--- config.mk ---
export PLATFORM = sky130hd
export DESIGN_NAME = varredura_matriz_flat
export DESIGN_NICKNAME = d
export VERILOG_FILES = /design/src/rtl/varredura_matriz_if.sv /design/src/rtl/varredura_matriz.sv /design/src/flat_wrapper.sv
export SDC_FILE = /design/constraint.sdc
export NUM_CORES = 1
export LEC_CHECK = 0
export CAP_MARGIN = 20
export CELL_PAD_IN_SITES_DETAIL_PLACEMENT = 0
export CELL_PAD_IN_SITES_GLOBAL_PLACEMENT = 1
export CORE_ASPECT_RATIO = 0.9
export CORE_UTILIZATION = 33
export DETAILED_ROUTE_END_ITERATION = 10
export PLACE_DENSITY_LB_ADDON = 0.3
export SYNTH_ARGS = -nofsm -noshare
export SYNTH_HDL_FRONTEND = slang
export SYNTH_SLANG_ARGS = --single-unit
--- constraint.sdc ---
create_clock -name clk -period 1.6 [get_ports clk]
set_input_delay 0.24 -clock clk [delete_from_list [all_inputs] [get_ports clk]]
set_output_delay 0.24 -clock clk [all_outputs]
set_load 0.05 [all_outputs]
--- src/rtl/varredura_matriz_if.sv ---
// Frame-source and matrix-drive bundle for the 5x7 LED scanner.
//   en           : scan enable (0 blanks the matrix)
//   sel          : frame source, 1 = padrao_rega, 0 = padrao_caixa
//   padrao_rega  : irrigation bitmap, bit c*7+r = row r of column c
//   padrao_caixa : water-tank bitmap, same mapping
//   col          : column drive, active-low one-hot
//   l            : row drive, active-high
//   fim_quadro   : end-of-frame strobe
interface varredura_matriz_if;
    logic        en;
    logic        sel;
    logic [34:0] padrao_rega;
    logic [34:0] padrao_caixa;
    logic [4:0]  col;
    logic [6:0]  l;
    logic        fim_quadro;

    modport master (
        output en, sel, padrao_rega, padrao_caixa,
        input  col, l, fim_quadro
    );

    modport slave (
        input  en, sel, padrao_rega, padrao_caixa,
        output col, l, fim_quadro
    );
endinterface

--- src/rtl/varredura_matriz.sv ---
// 5x7 LED matrix column scanner. Each column stays active for DIV clk
// cycles; the frame buffer is latched at scan start and on every 4->0
// column wrap, so pattern/select changes only show from the next frame.
//   clk   : clock, rising edge
//   reset : synchronous, active-high
//   bus   : slave side of varredura_matriz_if (inputs, col/l/fim_quadro)
module varredura_matriz #(
    parameter int unsigned DIV = 50000
) (
    input  logic               clk,
    input  logic               reset,
    varredura_matriz_if.slave  bus
);

    localparam int unsigned PRESC_W = (DIV > 1) ? $clog2(DIV) : 1;
    localparam logic [PRESC_W-1:0] PRESC_MAX = PRESC_W'(DIV - 1);
    localparam logic [2:0] IDX_LAST = 3'd4;

    typedef enum logic {
        DESLIGADO = 1'b0,
        VARRENDO  = 1'b1
    } state_t;

    state_t             state_q, state_d;
    logic [2:0]         idx_q, idx_d;
    logic [PRESC_W-1:0] presc_q, presc_d;
    logic [34:0]        frame_buf_q, frame_buf_d;
    logic [34:0]        padrao_sel;

    assign padrao_sel = bus.sel ? bus.padrao_rega : bus.padrao_caixa;

    // State register
    always_ff @(posedge clk) begin
        if (reset) begin
            state_q     <= DESLIGADO;
            idx_q       <= 3'd0;
            presc_q     <= '0;
            frame_buf_q <= '0;
        end else begin
            state_q     <= state_d;
            idx_q       <= idx_d;
            presc_q     <= presc_d;
            frame_buf_q <= frame_buf_d;
        end
    end

    // Next-state and matrix decode
    always_comb begin
        state_d        = state_q;
        idx_d          = idx_q;
        presc_d        = presc_q;
        frame_buf_d    = frame_buf_q;
        bus.col        = 5'b11111;
        bus.l          = 7'b0000000;
        bus.fim_quadro = 1'b0;

        case (state_q)
            DESLIGADO: begin
                idx_d   = 3'd0;
                presc_d = '0;
                if (bus.en) begin
                    state_d     = VARRENDO;
                    frame_buf_d = padrao_sel;
                end
            end

            VARRENDO: begin
                // Case decode guarantees a single active column.
                case (idx_q)
                    3'd0: begin bus.col = 5'b11110; bus.l = frame_buf_q[6:0];   end
                    3'd1: begin bus.col = 5'b11101; bus.l = frame_buf_q[13:7];  end
                    3'd2: begin bus.col = 5'b11011; bus.l = frame_buf_q[20:14]; end
                    3'd3: begin bus.col = 5'b10111; bus.l = frame_buf_q[27:21]; end
                    3'd4: begin bus.col = 5'b01111; bus.l = frame_buf_q[34:28]; end
                    default: begin bus.col = 5'b11111; bus.l = 7'b0000000; end
                endcase

                bus.fim_quadro = (idx_q == IDX_LAST) && (presc_q == PRESC_MAX);

                if (!bus.en) begin
                    state_d = DESLIGADO;
                    idx_d   = 3'd0;
                    presc_d = '0;
                end else if (presc_q == PRESC_MAX) begin
                    presc_d = '0;
                    if (idx_q == IDX_LAST) begin
                        idx_d       = 3'd0;
                        frame_buf_d = padrao_sel;
                    end else begin
                        idx_d = idx_q + 3'd1;
                    end
                end else begin
                    presc_d = presc_q + PRESC_W'(1);
                end
            end

            default: begin
                state_d = DESLIGADO;
                idx_d   = 3'd0;
                presc_d = '0;
            end
        endcase
    end

endmodule
--- src/flat_wrapper.sv ---
// flat-port wrapper written by rule: the top's interface ports become plain ports
module varredura_matriz_flat 
#(
    parameter int unsigned DIV = 50000
)
  (clk, reset, bus_en, bus_sel, bus_padrao_rega, bus_padrao_caixa, bus_col, bus_l, bus_fim_quadro);
  varredura_matriz_if bus_i ();
  input  logic clk;
  input  logic reset;
  input wire logic [$bits(bus_i.en)-1:0] bus_en;
  input wire logic [$bits(bus_i.sel)-1:0] bus_sel;
  input wire logic [$bits(bus_i.padrao_rega)-1:0] bus_padrao_rega;
  input wire logic [$bits(bus_i.padrao_caixa)-1:0] bus_padrao_caixa;
  output wire logic [$bits(bus_i.col)-1:0] bus_col;
  output wire logic [$bits(bus_i.l)-1:0] bus_l;
  output wire logic [$bits(bus_i.fim_quadro)-1:0] bus_fim_quadro;
  assign bus_i.en = bus_en;
  assign bus_i.sel = bus_sel;
  assign bus_i.padrao_rega = bus_padrao_rega;
  assign bus_i.padrao_caixa = bus_padrao_caixa;
  assign bus_col = bus_i.col;
  assign bus_l = bus_i.l;
  assign bus_fim_quadro = bus_i.fim_quadro;
  varredura_matriz #(.DIV(DIV)) u_core (.clk(clk), .reset(reset), .bus(bus_i));
endmodule
==> flow_metrics.env <==
export IMPL_report_final_slew_viol_count=0
export IMPL_syn_to_final_growth_pct=69.3
export IMPL_grt_max_degree=36
export IMPL_pin_count=87
export IMPL_nets=532
export IMPL_die_w_um=104
export IMPL_first_pass_iters=4
export IMPL_synthesis_area_um2=3110
export IMPL_fin_crit_sh_pct=130
export IMPL_holdWs_ns=0.284
export IMPL_synthArstFlopShare_pct=0
export IMPL_syn_inst=315
export IMPL_wl_mm=9.21
export IMPL_grt_overflow_total=0
export IMPL_dieHeight_um=94.1
export IMPL_dp_slack_ns=-0.272
export IMPL_diodes=0
export IMPL_first_iter_violations=122
export IMPL_status="finished, violations left"
export IMPL_place_gp_congestion=0.865
export IMPL_tightestPinTransition_ns=0.470
export IMPL_ys_ff_latch=55
export IMPL_cts_buffers=5
export IMPL_hold_viol_final=0
export IMPL_synth_area_leaders="dfxtp_1 (35%), a221oi_2 (15%), mux2i_1 (12%)"
export IMPL_core_rowCount=33
export IMPL_violations="setup timing"
export IMPL_p_per_area_nw_per_um2=572
export IMPL_ys_warn_count=0
export IMPL_fmax_ghz=0.482
export IMPL_crit_type="register to output pin"
export IMPL_cts_sinks=55
export IMPL_yosys_area_top_type="dfxtp_1"
export IMPL_grt_pass1_wl_mm=14.9
export IMPL_critPathLaunchType="register"
export IMPL_setup_ws_ns=-0.473
export IMPL_viasPerCell=5.07
export IMPL_synth_main_ff_cell="dfxtp_1"
export IMPL_portBuffers=86
export IMPL_drive_above_1_share_pct=39.2
export IMPL_slew_headroom_pct=68.7
export IMPL_grt_antenna_before_repair=0
export IMPL_crit_arrival_ns=1.83
export IMPL_synth_area_per_cell_um2=9.87
export IMPL_cp_max_fo=7
export IMPL_syn_nets=396
export IMPL_fin_crit_ns=2.07
export IMPL_yosysSeqAreaShare_pct=35.4
export IMPL_path_clk_slew_ns=0.10
export IMPL_ys_types=41
export IMPL_htreeDepth=2
export IMPL_wl_per_cell_um=16.0
export IMPL_rsz0062_at_grt="yes"
export IMPL_dieArea_um2=9820
export IMPL_cap_violations=0
export IMPL_gr_usage_all_layers_pct=19.1
export IMPL_min_path_type="primary input to register"
export IMPL_detail_route_antenna_nets=0
export IMPL_fin_skew_ns=0.0104
export IMPL_clkLatencyLatePin_ns=0.31
export IMPL_fillCellCount=761
export IMPL_leakagePower_nw=1.97
export IMPL_cts_tree="yes"
export IMPL_core_region_area_um2=9130
export IMPL_cts_max_path_buffers=2
export IMPL_drc=0
export IMPL_required_ns=1.36
export IMPL_synth_top_area_share_pct=35.4
export IMPL_r2r_cells=8
export IMPL_worstSetupEndpointType="output pin"
export IMPL_ir_worst_vdd_mv=0.350
export IMPL_setup_viol=48
export IMPL_grt_pass1_vias=2943
export IMPL_post_dp_hpwl_mm=6.66
export IMPL_via_count=2908
export IMPL_synth_edf_count=0
export IMPL_cts_root_buffer="clkbuf_8"
export IMPL_start_util_pct=34.1
export IMPL_hold_depth=3
## area by class of cell
cell class                      instances  area [µm²]  share of cell area, %
Clock inverter                          3        22.5                  0.428
Multi-Input combinational cell        231        2200                   41.8
Sequential cell                        55        1110                   21.1
Inverter                                5        23.8                  0.451
Tap cell                              122         153                   2.90
Clock buffer                            5        68.8                   1.31
Timing Repair Buffer                  153        1690                   32.0
## metal layers
metal,global-route usage [%],share of wire [%]
met5,0,0
met4,3.57,1.1
met3,3.74,5.6
met2,31.9,46
met1,25.7,48
## cells in the final DEF (no fill, tap or decap), types with 8 or more instances in the layout
cell type,n
a221oi_2,33
a22oi_2,8
buf_12,17
buf_4,42
buf_6,15
clkdlybuf4s50_1,71
dfxtp_1,50
mux2i_1,37
nand2_1,15
nor2_1,51
xnor2_1,8
## where the power goes
part	switching, mW	internal [mW]	total (mW)	leakage, nW
Sequential	0.0584	1.44	1.50	0.455
Combinational	0.300	0.422	0.722	1.46
Clock	0.477	0.315	0.792	0.0485
## registers in the layout, summed over array words and instances (netlist names)
register / cells
u_core.frame_buf_q: 35
u_core.idx_q: 3
u_core.presc_q: 16
u_core.state_q: 1
## cells in the mapped netlist (2+ instances only)
library cell / number
a21oi_1: 7
a221oi_1: 4
a221oi_2: 31
a222oi_1: 3
a22o_1: 3
a22oi_1: 8
a31oi_1: 4
and3_1: 3
and4bb_1: 2
buf_12: 3
buf_2: 6
clkbuf_1: 13
dfxtp_1: 55
ha_1: 7
inv_1: 5
mux2i_1: 37
nand2_1: 16
nand3_1: 6
nand4_1: 6
nor2_1: 52
nor2b_1: 6
nor3_1: 2
nor4_1: 3
or2_2: 3
or3_1: 3
xnor2_1: 8
xor2_1: 5
## through the flow
step	utilization (%)	power [mW]	instance area (µm²)	TNS (ns)	cells
after CTS	56.1	3.01	5120	-9.98	566
after floorplan	-	1.85	3290	-1.85	315
after detailed placement	51.3	2.15	4680	-4.69	550
after global routing	57.7	3.16	5270	-14.62	574
after global placement	51.3	2.14	4680	-2.39	550
final	57.7	3.01	5270	-11.43	574
## what timing repair did
item	4_1_cts	5_1_grt
cloned	4	0
gates resized for setup	49	15
hold buffers	0	0
setup buffers	4	8
setup endpoints to repair	49	51
pin swaps	10	12
## logic make-up (layout without fill, tap and decap cells)
kind of cell | count (synthesis) | in the layout | share of synthesized area [%]
AO/OA/AOI/OAI | 64 | 64 | 22.7
XOR/XNOR | 13 | 13 | 3.66
multiplexers | 37 | 37 | 11.9
adder cells (fa/ha/maj) | 7 | 7 | 2.82
flip-flops | 55 | 55 | 35.4
buffers and inverters | 29 | 166 | 5.67
AND/OR/NAND/NOR | 110 | 110 | 17.9
## worst max-delay path, cell delays in order (launching register included)
cell and delay [ns]:
dfxtp_4 0.42, inv_4 0.05, buf_6 0.11, ha_4 0.17, nor2_4 0.12, o21bai_4 0.08
o21ai_4 0.18, buf_12 0.18, a21oi_4 0.05, buf_6 0.18
## worst paths after layout
kind                       from                     end  slack, ns
max             u_core.idx_q[0]                bus_l[6]      -0.47
min                       reset          u_core.state_q       0.28
max reg2reg     u_core.idx_q[0]  u_core.frame_buf_q[27]      -0.23
min reg2reg  u_core.presc_q[15]      u_core.presc_q[15]       0.50
(Power assumes the default switching activity.)
